`src/rtl/ham_scrub_ctrl.sv`:
```
// Shares one Hamming(14,10) decoder/encoder between host reads and a background scrubber.
// Optional HAM_HOST_WB_EN: host reads that hit an error also write the corrected codeword back.
module ham_scrub_ctrl #(
  parameter int AW             = 4,
  parameter int SCRUB_INTERVAL = 256,
  parameter int CNT_W          = 8
) (
  input  logic             clk,
  input  logic             rst,
  input  logic             scrub_en,
  input  logic             host_req,
  input  logic [AW-1:0]    host_addr,
  output logic             host_gnt,
  output logic             host_valid,
  output logic [9:0]       host_rdata,
  output logic             host_err,
  output logic [AW-1:0]    mem_addr,
  output logic             mem_re,
  input  logic [13:0]      mem_rdata,
  output logic             mem_we,
  output logic [13:0]      mem_wdata,
  output logic [13:0]      dec_data,
  output logic             dec_en,
  input  logic [9:0]       dec_out,
  input  logic             dec_err,
  output logic [9:0]       enc_data,
  input  logic [13:0]      enc_code,
  output logic [CNT_W-1:0] err_cnt,
  input  logic             err_clr,
  output logic             pass_done
);

  localparam int TW = $clog2(SCRUB_INTERVAL);

`ifdef HAM_HOST_WB_EN
  typedef enum logic [2:0] {IDLE, S_RD, S_DEC, S_WB, H_RD, H_DEC, H_WB} state_t;
`else
  typedef enum logic [2:0] {IDLE, S_RD, S_DEC, S_WB, H_RD, H_DEC} state_t;
`endif

  state_t          state, state_nx;
  logic [TW-1:0]   timer;
  logic            scrub_pend;
  logic [AW-1:0]   scrub_addr;
  logic            last_host;
  logic [9:0]      corr_r;
  logic            advance;
  logic            host_ok;

  // In the host_valid cycle the finished request is still high; it must not be re-issued.
  assign host_ok = host_req && !host_valid;

  always_comb begin
    // NOTE: every output gets a default before the case so no path can infer a latch.
    state_nx  = state;
    mem_re    = 1'b0;
    mem_we    = 1'b0;
    mem_addr  = '0;
    mem_wdata = '0;
    dec_data  = '0;
    dec_en    = 1'b0;
    enc_data  = '0;
    host_gnt  = 1'b0;
    advance   = 1'b0;
    unique case (state)
      IDLE: begin
        if (host_ok && scrub_pend) state_nx = last_host ? S_RD : H_RD;
        else if (host_ok)          state_nx = H_RD;
        else if (scrub_pend)       state_nx = S_RD;
      end
      S_RD: begin
        mem_re   = 1'b1;
        mem_addr = scrub_addr;
        state_nx = S_DEC;
      end
      S_DEC: begin
        dec_data = mem_rdata;
        dec_en   = 1'b1;
        if (dec_err) begin
          state_nx = S_WB;
        end else begin
          advance  = 1'b1;
          state_nx = IDLE;
        end
      end
      S_WB: begin
        enc_data  = corr_r;
        mem_we    = 1'b1;
        mem_wdata = enc_code;
        mem_addr  = scrub_addr;
        advance   = 1'b1;
        state_nx  = IDLE;
      end
      H_RD: begin
        mem_re   = 1'b1;
        mem_addr = host_addr;
        host_gnt = 1'b1;
        state_nx = H_DEC;
      end
      H_DEC: begin
        dec_data = mem_rdata;
        dec_en   = 1'b1;
`ifdef HAM_HOST_WB_EN
        state_nx = dec_err ? H_WB : IDLE;
`else
        state_nx = IDLE;
`endif
      end
`ifdef HAM_HOST_WB_EN
      H_WB: begin
        enc_data  = corr_r;
        mem_we    = 1'b1;
        mem_wdata = enc_code;
        mem_addr  = host_addr;
        state_nx  = IDLE;
      end
`endif
      default: state_nx = IDLE;
    endcase
  end

  assign pass_done = advance && (scrub_addr == '1);

  always_ff @(posedge clk) begin
    if (rst) begin
      state      <= IDLE;
      timer      <= '0;
      scrub_pend <= 1'b0;
      scrub_addr <= '0;
      last_host  <= 1'b0;
      corr_r     <= '0;
      host_valid <= 1'b0;
      host_rdata <= '0;
      host_err   <= 1'b0;
      err_cnt    <= '0;
    end else begin
      // NOTE: non-blocking assignments so every register samples pre-edge values.
      state <= state_nx;

      if (!scrub_en) begin
        timer <= '0;
      end else if (!scrub_pend) begin
        if (timer == TW'(SCRUB_INTERVAL - 1)) begin
          timer      <= '0;
          scrub_pend <= 1'b1;
        end else begin
          timer <= timer + 1'b1;
        end
      end

      // Advance only happens while scrub_pend is set, so it never races the timer's set.
      if (advance) begin
        scrub_pend <= 1'b0;
        scrub_addr <= scrub_addr + 1'b1;
      end

      if (state == H_DEC || state_nx == IDLE && state != S_DEC && state != S_WB && state != IDLE)
        last_host <= 1'b1;
      if (state == S_DEC || state == S_WB)
        last_host <= 1'b0;

      if (dec_en) corr_r <= dec_out;

      host_valid <= (state == H_DEC);
      if (state == H_DEC) begin
        host_rdata <= dec_out;
        host_err   <= dec_err;
      end

      if (err_clr)                             err_cnt <= '0;
      else if (dec_en && dec_err && err_cnt != '1) err_cnt <= err_cnt + 1'b1;
    end
  end

endmodule

```
`config.mk`:
```
export PLATFORM = sky130hd
export DESIGN_NAME = ham_scrub_ctrl
export DESIGN_NICKNAME = d
export VERILOG_FILES = /design/src/rtl/ham_scrub_ctrl.sv
export SDC_FILE = /design/constraint.sdc
export NUM_CORES = 1
export LEC_CHECK = 0
export CORE_UTILIZATION = 40
export DETAILED_ROUTE_END_ITERATION = 8
export PLACE_DENSITY = 0.87
export SYNTH_ARGS = -nofsm -noshare
export SYNTH_HDL_FRONTEND = slang
export SYNTH_SLANG_ARGS = --single-unit
```
`constraint.sdc`:
```
create_clock -name clk -period 2.1 [get_ports clk]
set_clock_uncertainty 0.05 [all_clocks]
set_input_delay 0.42 -clock clk [delete_from_list [all_inputs] [get_ports clk]]
set_output_delay 0.42 -clock clk [all_outputs]
set_load 0.01 [all_outputs]
```
Word level (Yosys, flattened, before mapping) --
Cells that the tools add are included.
Word-level totals: register bits after elaboration 47, output and inout bits 67, word-level logic and storage cells 64
Cells by class: mux-type cells 19, reductions and logical operators 21, add/subtract/negate cells 3, equal/unequal tests 10, bitwise gates (word level) 1
Operators by type and width (number):
- $mux 14 | 2
- $add 8x1->8 const B | 2
- $reduce_or 2->1 | 7
- $mux 3 | 4
- $pmux 3 s4 | 1
- $mux 10 | 1
- $eq 8x8->1 const B | 1
- $logic_and 1x1->1 | 8
- $mux 8 | 1
- $ne 8x8->1 const B | 1
- $pmux 4 s2 | 1
- $mux 1 | 7
- $eq 3x2->1 const B | 2
- $eq 3x3->1 const B | 2
- $logic_not 3->1 | 2
- $ne 3x2->1 const B | 2
- $add 4x1->4 const B | 1
- $eq 4x4->1 const B | 1
- $eq 3x1->1 const B | 1
- $reduce_bool 3->1 | 1
- $logic_or 1x1->1 | 2
- $mux 2 | 1
- $pmux 1 s2 | 1
- $logic_not 1->1 | 1
- $not 1->1 | 1

Logic depth before layout (Yosys ltp) --
Gate-level depths: netlist of the first run.
word-level depth 10, depth in mapped cells 7

Worst setup path before layout of the first run --
No wires, ideal clock.
path type reg2out, start point reg state[2], end point out mem_addr[0], buffers on the path 1, path slack 0.357 ns, arrival time 1.273 ns, stages on the path, launching flop included 4, required time 1.630 ns, path through dfxtp_1 buf_6 nor3b_1 a22o_1
On the way: cells in the longest elaborated chain, start to end 3, elaborated cells between the ends (all ways) 5, those cells by class 3 x eq/ne; 1 x mux; 1 x reduce/logical
Ends and longest elaborated chain:
- from (decl) | RTL line 41 | state_t state, state_nx;
- from (signal assigned) | RTL line 138 | state <= state_nx;
- $eq 3x2->1 / $eq 3x1->1 (equally long branches) | RTL line 65 | unique case (state)
- $reduce_or 2->1 (no source line)
- $pmux 4 s2 * | RTL line 65
- to (decl) | RTL line 17 | output logic [AW-1:0] mem_addr,
Every way passes the cells marked *; elsewhere a longest branch is shown, timed or not.

Worst setup path in the final report of the first run --
start point reg state[1], end point out pass_done
On the way: cells in the longest elaborated chain, start to end 3, elaborated cells between the ends (all ways) 4, those cells by class 2 x eq/ne; 1 x mux; 1 x reduce/logical
Ends and longest elaborated chain:
- $eq 3x2->1 | RTL line 65
- $pmux 1 s2 * | RTL line 65
- $logic_and 1x1->1 * | RTL line 122 | assign pass_done = advance && (scrub_addr == '1);
- to (decl) | RTL line 30 | output logic pass_done
Marked as above.

==> flow_metrics.tcl, run 1 <==
set metrics [dict create \
    drt-pass1-iter-count 4 \
    setup_ws_ns 0.0526 \
    synth_top_area_cell "dfxtp_1" \
    timing.final.crit_period_ns 2.05 \
    ant_nets 0 \
    period_share_pct 97.5 \
    final_common_cell "clkdlybuf4s50_1" \
    cap_viol_max_count 0 \
    status "completed" \
    syn2layout_area_growth_pct 58.2 \
    initial_core_util_pct 42.0 \
    gp_congestion 0.761 \
    synth_area_um2 2320 \
    synth-main-ff-cell "dfxtp_1" \
    tritoncts "built" \
    nets 471 \
    ys_seq_area_share_pct 40.5 \
    crit_chain "buf_4 -> nor2b_2 -> and2_4 -> and4_1 -> dlygate4sd2_1" \
    hold_viol_final 0 \
    hpwl_um 4780 \
    layout-drive-gt1-share_pct 20.7 \
    cp_top_family "simple AND/OR/NAND/NOR gates" \
    fillCellCount 456 \
    syn_inst 290 \
    num_antenna_cells 0 \
    grt_max_degree 32 \
    drc_errors 0 \
    syn_area_per_cell_um2 8.02 \
    start_kind "register" \
    synth.distinct_cells 43 \
    cp.required_ns 1.63 \
    cts_root_buf "clkbuf_8" \
    path_class "reg -> out" \
    clk_path_buf_depth 2 \
    grt_pass1_vias 2288 \
    clk_latency_ns 0.30 \
    leakage_nw 1.58 \
    synthesis.nets 341 \
    synthTopCellsByArea "dfxtp_1 (40%), nand2_1 (8.2%), a21oi_1 (6.7%)" \
    ff2ff_setup_slack_ns 0.38 \
    die-area_um2 6120 \
    clkTransAtPathRegs_ns 0.09 \
    grt_pass1_wl_um 10500 \
    worst_pin_slew_ns 0.400 \
    fp.dieH_um 78.2 \
    cts_inserted_buffers 5 \
    finalSetupTns_ns 0 \
    layout_common_cells "clkdlybuf4s50_1 (66), nand2_1 (51), dfxtp_1 (44), a21oi_1 (31), and3_1 (24)" \
    cts.sinks 47 \
    busiest_layer "met2" \
    ios 115 \
    fmax_ghz 0.488 \
    drt_iter0_markers 120 \
    worstPathArrival_ns 1.58 \
    cp_num_buf_inv 2 \
    setup.worst_path.end_class "output port" \
    p_per_area_nw_per_um2 506 \
    grt_antenna_before_repair 0 \
    vdd_ir_drop_max_v 0.000321 \
    drt_wl_total_um 6610 \
    slew_violations 0 \
    via_per_inst 5.10 \
    relSlewSlack_pct 73.3 \
    ys_ff_latch 47 \
    pre_cts_slack_ns -0.256 \
    grtUsageMet2_pct 38.1 \
    grt-ovfl-total 0 \
    grt_use_met1_pct 24.5 \
    setup_viol 0 \
    postCtsHoldBufs 0 \
    core_area_um2 5540 \
    synth_edf_count 0 \
    die_w_um 78.2 \
    wl_per_cell_um 13.4 \
    via_count 2514 \
    cts_htree_levels 2 \
    yosys_warnings 0 \
    crit_fanout 8 \
    io_buffers 114 \
    synth.top_cell.area_share_pct 40.5 \
    track_usage_pct 21.3 \
    slowest_stage "dfxtp_4" \
    critPathMaxStageDelay_ns 0.37 \
    synthArstFlopShare_pct 0 \
    grt_use_met3_pct 6.98 \
    rows 27 \
    min_path_type "reg -> reg" \
]
[worst min-delay path: stages (launching register included)]
cell and delay [ns]:
dfxtp_1 0.31, nand2_1 0.05, a21oi_1 0.05
[layer usage]
metal	part of all wire [%]	routed length (um)
met5	0	0
met4	0.80	53
met3	7.3	483
met2	51	3400
met1	40	2670
[cells by family after synthesis]
family | Yosys count | share of synthesized area [%]
buffers and inverters | 26 | 5.22
adders and majority gates | 3 | 1.61
AOI/OAI and AO/OA | 54 | 14.8
DFF | 47 | 40.5
and+or+nand+nor | 147 | 32.7
xor gates and xnor gates | 9 | 3.39
muxes | 4 | 1.78
[synthesized netlist by cell type, types with 5 or more instances]
cell type  number
nand2_1        51
dfxtp_1        47
a21oi_1        31
and3_1         24
nor2_1         18
and2_1         16
clkbuf_1       12
inv_1           7
nand4_1         6
or3_1           5
xnor2_1         5
[where the power goes]
group          internal, mW  total, mW  switching, mW
logic                 0.192      0.335          0.143
registers             0.911      0.928         0.0170
clock network         0.300      0.598          0.298
[state kept, by name (all words and copies together), names as in the netlist]
register,cells
scrub_pend,1
corr_r,10
timer,8
last_host,1
host_rdata,10
host_err,1
err_cnt,8
state,3
host_valid,1
scrub_addr,4
[per-stage QoR]
stage / cells / power (mW) / hold slack [ns] / cell area [um^2] / utilization [%]
2_1_floorplan: 290 / 1.08 / 0.377 / 2320 / -
6_report: 493 / 1.86 / 0.404 / 3680 / 66.4
3_5_place_dp: 477 / 1.27 / 0.392 / 3610 / 65.2
3_3_place_gp: 477 / 1.26 / 0.384 / 3610 / 65.2
5_1_grt: 493 / 1.95 / 0.417 / 3680 / 66.4
4_1_cts: 490 / 1.86 / 0.404 / 3790 / 68.4
[area by class of cell]
type / instances / area (um^2) / area share [%]
flip-flops and latches: 47 / 952 / 25.9
well taps: 72 / 90.1 / 2.45
clock inverters: 1 / 7.51 / 0.204
inverters: 7 / 26.3 / 0.714
clock buffers: 7 / 96.3 / 2.62
multi-input cells: 217 / 1300 / 35.3
repair buffers: 142 / 1210 / 32.8
[timing repair]
action                                  CTS  global route
endpoints found under the setup margin   47            36
resized for setup                       105            44
pin swaps                                 2             1
setup buffers                             3             3
cloned                                    2             0
[final timing paths]
| kind | to | start | cells after the start |
|---|---|---|---|
| min reg2reg | corr_r[2] | corr_r[2] | 2 |
| max | pass_done | state[1] | 5 |
| min | corr_r[2] | corr_r[2] | 2 |
| max reg2reg | err_cnt[0] | state[1] | 7 |
No activity file was read; power rests on OpenSTA's default activity.
==> run 2: changes to the inputs <==
--- a/config.mk
+++ b/config.mk
@@ -5,9 +5,10 @@
 export SDC_FILE = /design/constraint.sdc
 export NUM_CORES = 1
 export LEC_CHECK = 0
-export CORE_UTILIZATION = 40
+export CORE_UTILIZATION = 45
 export DETAILED_ROUTE_END_ITERATION = 8
-export PLACE_DENSITY = 0.87
+export DONT_BUFFER_PORTS = 1
+export PLACE_DENSITY = 0.67
 export SYNTH_ARGS = -nofsm -noshare
 export SYNTH_HDL_FRONTEND = slang
 export SYNTH_SLANG_ARGS = --single-unit
==> run 2 against run 1 <==
Net effect:
- combinational power fell by 54%
- via count fell by 20%
- die area fell by 11%
- cell area fell by 31%
- critical path type unchanged
==> flow_metrics.tcl, run 2 (same netlist as run 1, synthesis figures left out) <==
set metrics [dict create \
    clk_latency_ns 0.30 \
    final_area_um2 2530 \
    crit_fanout 7 \
    drc_errors 0 \
    hold_viol_final 0 \
    relSlewSlack_pct 70.6 \
    slew_violations 0 \
    rsz0062_at_grt "false" \
    placed_cells 351 \
    wl_per_cell_um 14.8 \
    cts_htree_levels 2 \
    dpl_cell_area_um2 2410 \
    die-area_um2 5460 \
    fp.dieH_um 73.9 \
    whs_path_depth 1 \
    r2r_cells 5 \
    drt-pass1-iter-count 4 \
    setup_viol 0 \
    rows 25 \
    initial_core_util_pct 47.9 \
    timing.final.crit_period_ns 1.97 \
    final_util_pct 52.1 \
    min_path_type "in -> reg" \
    path_class "reg -> out" \
    hold_slack_ns 0.134 \
    post-cts-setup-buffer-count 0 \
    r2r-start "err_cnt[0]" \
    cts_inserted_buffers 5 \
    instances_no_fill 359 \
    cts_root_buf "clkbuf_8" \
    grt_pass1_vias 1703 \
    power_mw 1.67 \
    drt_wl_total_um 5320 \
    clk_path_buf_depth 2 \
    worstPathArrival_ns 1.50 \
    start_kind "register" \
    status "completed" \
    cp.required_ns 1.63 \
    multi_input_area_um2 1270 \
    via_count 2001 \
    worstSetupStartpoint "state[0]" \
    pre_cts_slack_ns 0.269 \
    min_to "host_rdata[0]" \
    core_area_um2 4850 \
    syn2layout_area_growth_pct 8.67 \
    fmax_ghz 0.507 \
    postCtsHoldBufs 0 \
    grt-ovfl-total 0 \
    io_buffers 0 \
    die_w_um 73.9 \
    via_per_inst 5.57 \
    period_share_pct 93.9 \
    gp_congestion 0.812 \
    ios 115 \
    nets 342 \
    layout-drive-gt1-share_pct 12.0 \
    layout_common_cells "nand2_1 (51), dfxtp_1 (46), a21oi_1 (31), and3_1 (24), nor2_1 (18)" \
    track_usage_pct 19.6 \
    ant_nets 0 \
    worst_pin_slew_ns 0.438 \
    clkTransAtPathRegs_ns 0.09 \
    num_antenna_cells 0 \
    seqCellArea_um2 942 \
    vdd_ir_drop_max_v 0.000380 \
    finalSetupTns_ns 0 \
    grt_antenna_before_repair 0 \
    leakage_nw 0.954 \
    cap_viol_max_count 0 \
    tritoncts "built" \
    drt_iter0_markers 122 \
    biggestRegsByFlops "corr_r: 10 flops, host_rdata: 10 flops" \
    p_per_area_nw_per_um2 660 \
    hold_path_startpoint "rst" \
    ff2ff_setup_slack_ns 0.41 \
    setup_ws_ns 0.128 \
    fillCellCount 475 \
    cts.sinks 47 \
    rr_endpoint "err_cnt[0]" \
    setup.worst_path.end_class "output port" \
    final_common_cell "nand2_1" \
    grt_pass1_wl_um 7980 \
    grt_max_degree 36 \
    hpwl_um 3880 \
]
[run 2: changes by cell type in the layout (fill, tap and decap cells not counted), sizes merged]
| cell | previous run | this run |
|---|---|---|
| clkbuf | 26 | 6 |
| clkinv | 0 | 1 |
| dlygate4sd2 | 16 | 0 |
| buf | 39 | 13 |
| clkdlybuf4s15 | 2 | 0 |
| clkdlybuf4s50 | 66 | 0 |
[run 2: timing repair]
item                                    CTS  global route
cloned                                    0             0
resized for setup                         3             3
endpoints found under the setup margin   13            16
[run 2: worst max-delay path by stage]
stage              endpoint  slack (ns)  cells past startpoint
6_report          pass_done        0.13                      4
5_1_grt        mem_wdata[5]        0.01                      4
4_1_cts           pass_done        0.05                      4
3_5_place_dp      pass_done        0.27                      4
3_3_place_gp      pass_done        0.35                      4
2_1_floorplan   mem_addr[0]        0.36                      3
[run 2: power by group]
| part | internal, mW | leakage [nW] | switching [mW] | total (mW) |
|---|---|---|---|---|
| Clock | 0.269 | 0.0474 | 0.315 | 0.584 |
| Sequential | 0.912 | 0.380 | 0.0174 | 0.929 |
| Combinational | 0.0622 | 0.526 | 0.0926 | 0.155 |
[run 2: cell type report]
cell class | count | share of cell area [%]
multi-input combinational | 217 | 50.3
timing repair buffer | 13 | 4.16
tap | 67 | 3.32
clock inverter | 2 | 0.644
clock buffer | 6 | 3.27
inverter | 7 | 1.04
sequential | 47 | 37.3
[run 2: metal layers]
| metal | GRT usage [%] | vias to the layer above | part of all wire [%] |
|---|---|---|---|
| li1 | - | 996 | - |
| met1 | 25.3 | 916 | 45 |
| met2 | 30.2 | 81 | 46 |
| met3 | 6.04 | 8 | 7.2 |
| met4 | 8.33 | 0 | 1.9 |
| met5 | 0 | - | 0 |
[run 2: worst max-delay path: stages (launching register included)]
cell	delay [ns]
dfxtp_1	0.42
buf_4	0.18
nand2b_1	0.17
and2_0	0.16
and4_1	0.25
==> run 3: changes to the inputs <==
--- a/config.mk
+++ b/config.mk
@@ -5,10 +5,12 @@
 export SDC_FILE = /design/constraint.sdc
 export NUM_CORES = 1
 export LEC_CHECK = 0
+export CORE_ASPECT_RATIO = 0.8
 export CORE_UTILIZATION = 45
 export DETAILED_ROUTE_END_ITERATION = 8
 export DONT_BUFFER_PORTS = 1
 export PLACE_DENSITY = 0.67
+export SKIP_LAST_GASP = 1
 export SYNTH_ARGS = -nofsm -noshare
 export SYNTH_HDL_FRONTEND = slang
 export SYNTH_SLANG_ARGS = --single-unit
==> run 3 against run 2 <==
Net effect:
- hold slack worse by 0.010 ns
- largest power group unchanged
- power fell by 0.90%
- largest cell class unchanged
- clock power shrank 3%
- setup slack improved by 0.0064 ns
- die area about the same
- cell area down 0.69%
- wire length fell by 0.83%
- critical path depth up 1
- via count is 0.80% lower
- sequential cell count is the same
==> flow_metrics.tcl, run 3 (same netlist as run 1, synthesis figures left out) <==
set metrics [dict create \
    cap_viol_max_count 0 \
    worstSetupStartpoint "state[0]" \
    crit_fanout 15 \
    ff2ff_setup_slack_ns 0.38 \
    r2r-start "err_cnt[0]" \
    clk_path_buf_depth 2 \
    setup.worst_path.end_class "output port" \
    drc_errors 0 \
    status "completed" \
    cts_htree_levels 2 \
    r2r_cells 5 \
    worstPathArrival_ns 1.50 \
    fmax_ghz 0.509 \
    relSlewSlack_pct 72.3 \
    core_area_um2 4980 \
    vdd_ir_drop_max_v 0.000317 \
    worst_pin_slew_ns 0.413 \
    gp_congestion 0.759 \
    grt-ovfl-total 0 \
    wl_per_cell_um 14.9 \
    rows 23 \
    die_w_um 82.4 \
    cp-endpoint "enc_data[0]" \
    layout-drive-gt1-share_pct 11.6 \
    path_class "reg -> out" \
    p_per_area_nw_per_um2 659 \
    via_count 1985 \
    final_common_cell "nand2_1" \
    die-area_um2 5460 \
    fillCellCount 491 \
    via_per_inst 5.61 \
    ant_nets 0 \
    drt-pass1-iter-count 4 \
    final_util_pct 50.4 \
    clkTransAtPathRegs_ns 0.10 \
    cts.sinks 47 \
    syn2layout_area_growth_pct 7.91 \
    timing.final.crit_period_ns 1.97 \
    hpwl_um 3820 \
    grt_antenna_before_repair 0 \
    slew_violations 0 \
    finalSetupTns_ns 0 \
    leakage_nw 0.951 \
    rr_endpoint "err_cnt[5]" \
    tritoncts "built" \
    drt_iter0_markers 122 \
    start_kind "register" \
    biggestRegsByFlops "corr_r: 10 flops, host_rdata: 10 flops" \
    period_share_pct 93.6 \
    grt_max_degree 36 \
    track_usage_pct 19.4 \
    clk_latency_ns 0.31 \
    io_buffers 0 \
    initial_core_util_pct 46.7 \
    num_antenna_cells 0 \
    layout_common_cells "nand2_1 (51), dfxtp_1 (47), a21oi_1 (31), and3_1 (24), nor2_1 (17)" \
    nets 342 \
    cts_root_buf "clkbuf_8" \
    setup_viol 0 \
    cts_inserted_buffers 5 \
    fp.dieH_um 66.3 \
    grt_pass1_wl_um 7980 \
    grt_pass1_vias 1661 \
    cp.required_ns 1.63 \
    min_path_type "in -> reg" \
    ios 115 \
    hold_viol_final 0 \
    hold_slack_ns 0.123 \
    postCtsHoldBufs 0 \
    drt_wl_total_um 5270 \
]
[run 3: power by group]
group | internal (mW) | switching, mW | total, mW
logic | 0.0624 | 0.0942 | 0.157
clock network | 0.239 | 0.329 | 0.568
registers | 0.911 | 0.0158 | 0.927
total | 1.21 | 0.440 | 1.65
[run 3: layout make-up]
type	count	area, um^2	area share, %
Timing Repair Buffer	13	105	4.19
Sequential cell	47	941	37.5
Clock inverter	3	22.5	0.898
Tap cell	62	77.6	3.09
Clock buffer	5	68.8	2.74
Inverter	7	26.3	1.05
Multi-Input combinational cell	217	1270	50.5
[run 3: worst min-delay path by stage]
| stage | startpoint | end | slack, ns | cells past startpoint |
|---|---|---|---|---|
| 2_1_floorplan | corr_r[0] | corr_r[0] | 0.38 | 2 |
| 3_3_place_gp | corr_r[8] | corr_r[8] | 0.38 | 2 |
| 3_5_place_dp | corr_r[8] | corr_r[8] | 0.39 | 2 |
| 4_1_cts | rst | host_err | 0.11 | 1 |
| 5_1_grt | rst | corr_r[6] | 0.1 | 1 |
| 6_report | rst | host_rdata[9] | 0.12 | 1 |
[run 3: critical path, stage by stage, from the launching register on]
cell	delay, ns
dfxtp_1	0.38
buf_4	0.17
inv_1	0.06
nor2_2	0.17
buf_6	0.17
and3_1	0.24
[run 3: metrics by stage]
stage               worst slack (ns)  total power, mW  instances  cell area (um^2)
floorplan                      0.357             1.08        290              2320
global placement               0.465             1.10        345              2400
detailed placement             0.382             1.10        345              2400
CTS                           0.0312             1.66        353              2490
global route               -0.000970             1.73        354              2510
finish                         0.135             1.65        354              2510
[run 3: layer usage]
metal / up-vias / global-route usage (%) / wire (um)
met5: - / 0 / 0
met4: 0 / 7.24 / 42
met3: 5 / 6.48 / 350
met2: 58 / 26.4 / 2270
met1: 929 / 27.8 / 2610
li1: 993 / - / -
[run 3: timing repair]
item / in CTS / in global routing
resized for setup: 0 / 7
buffers inserted: 0 / 0
endpoints found under the setup margin: 0 / 45
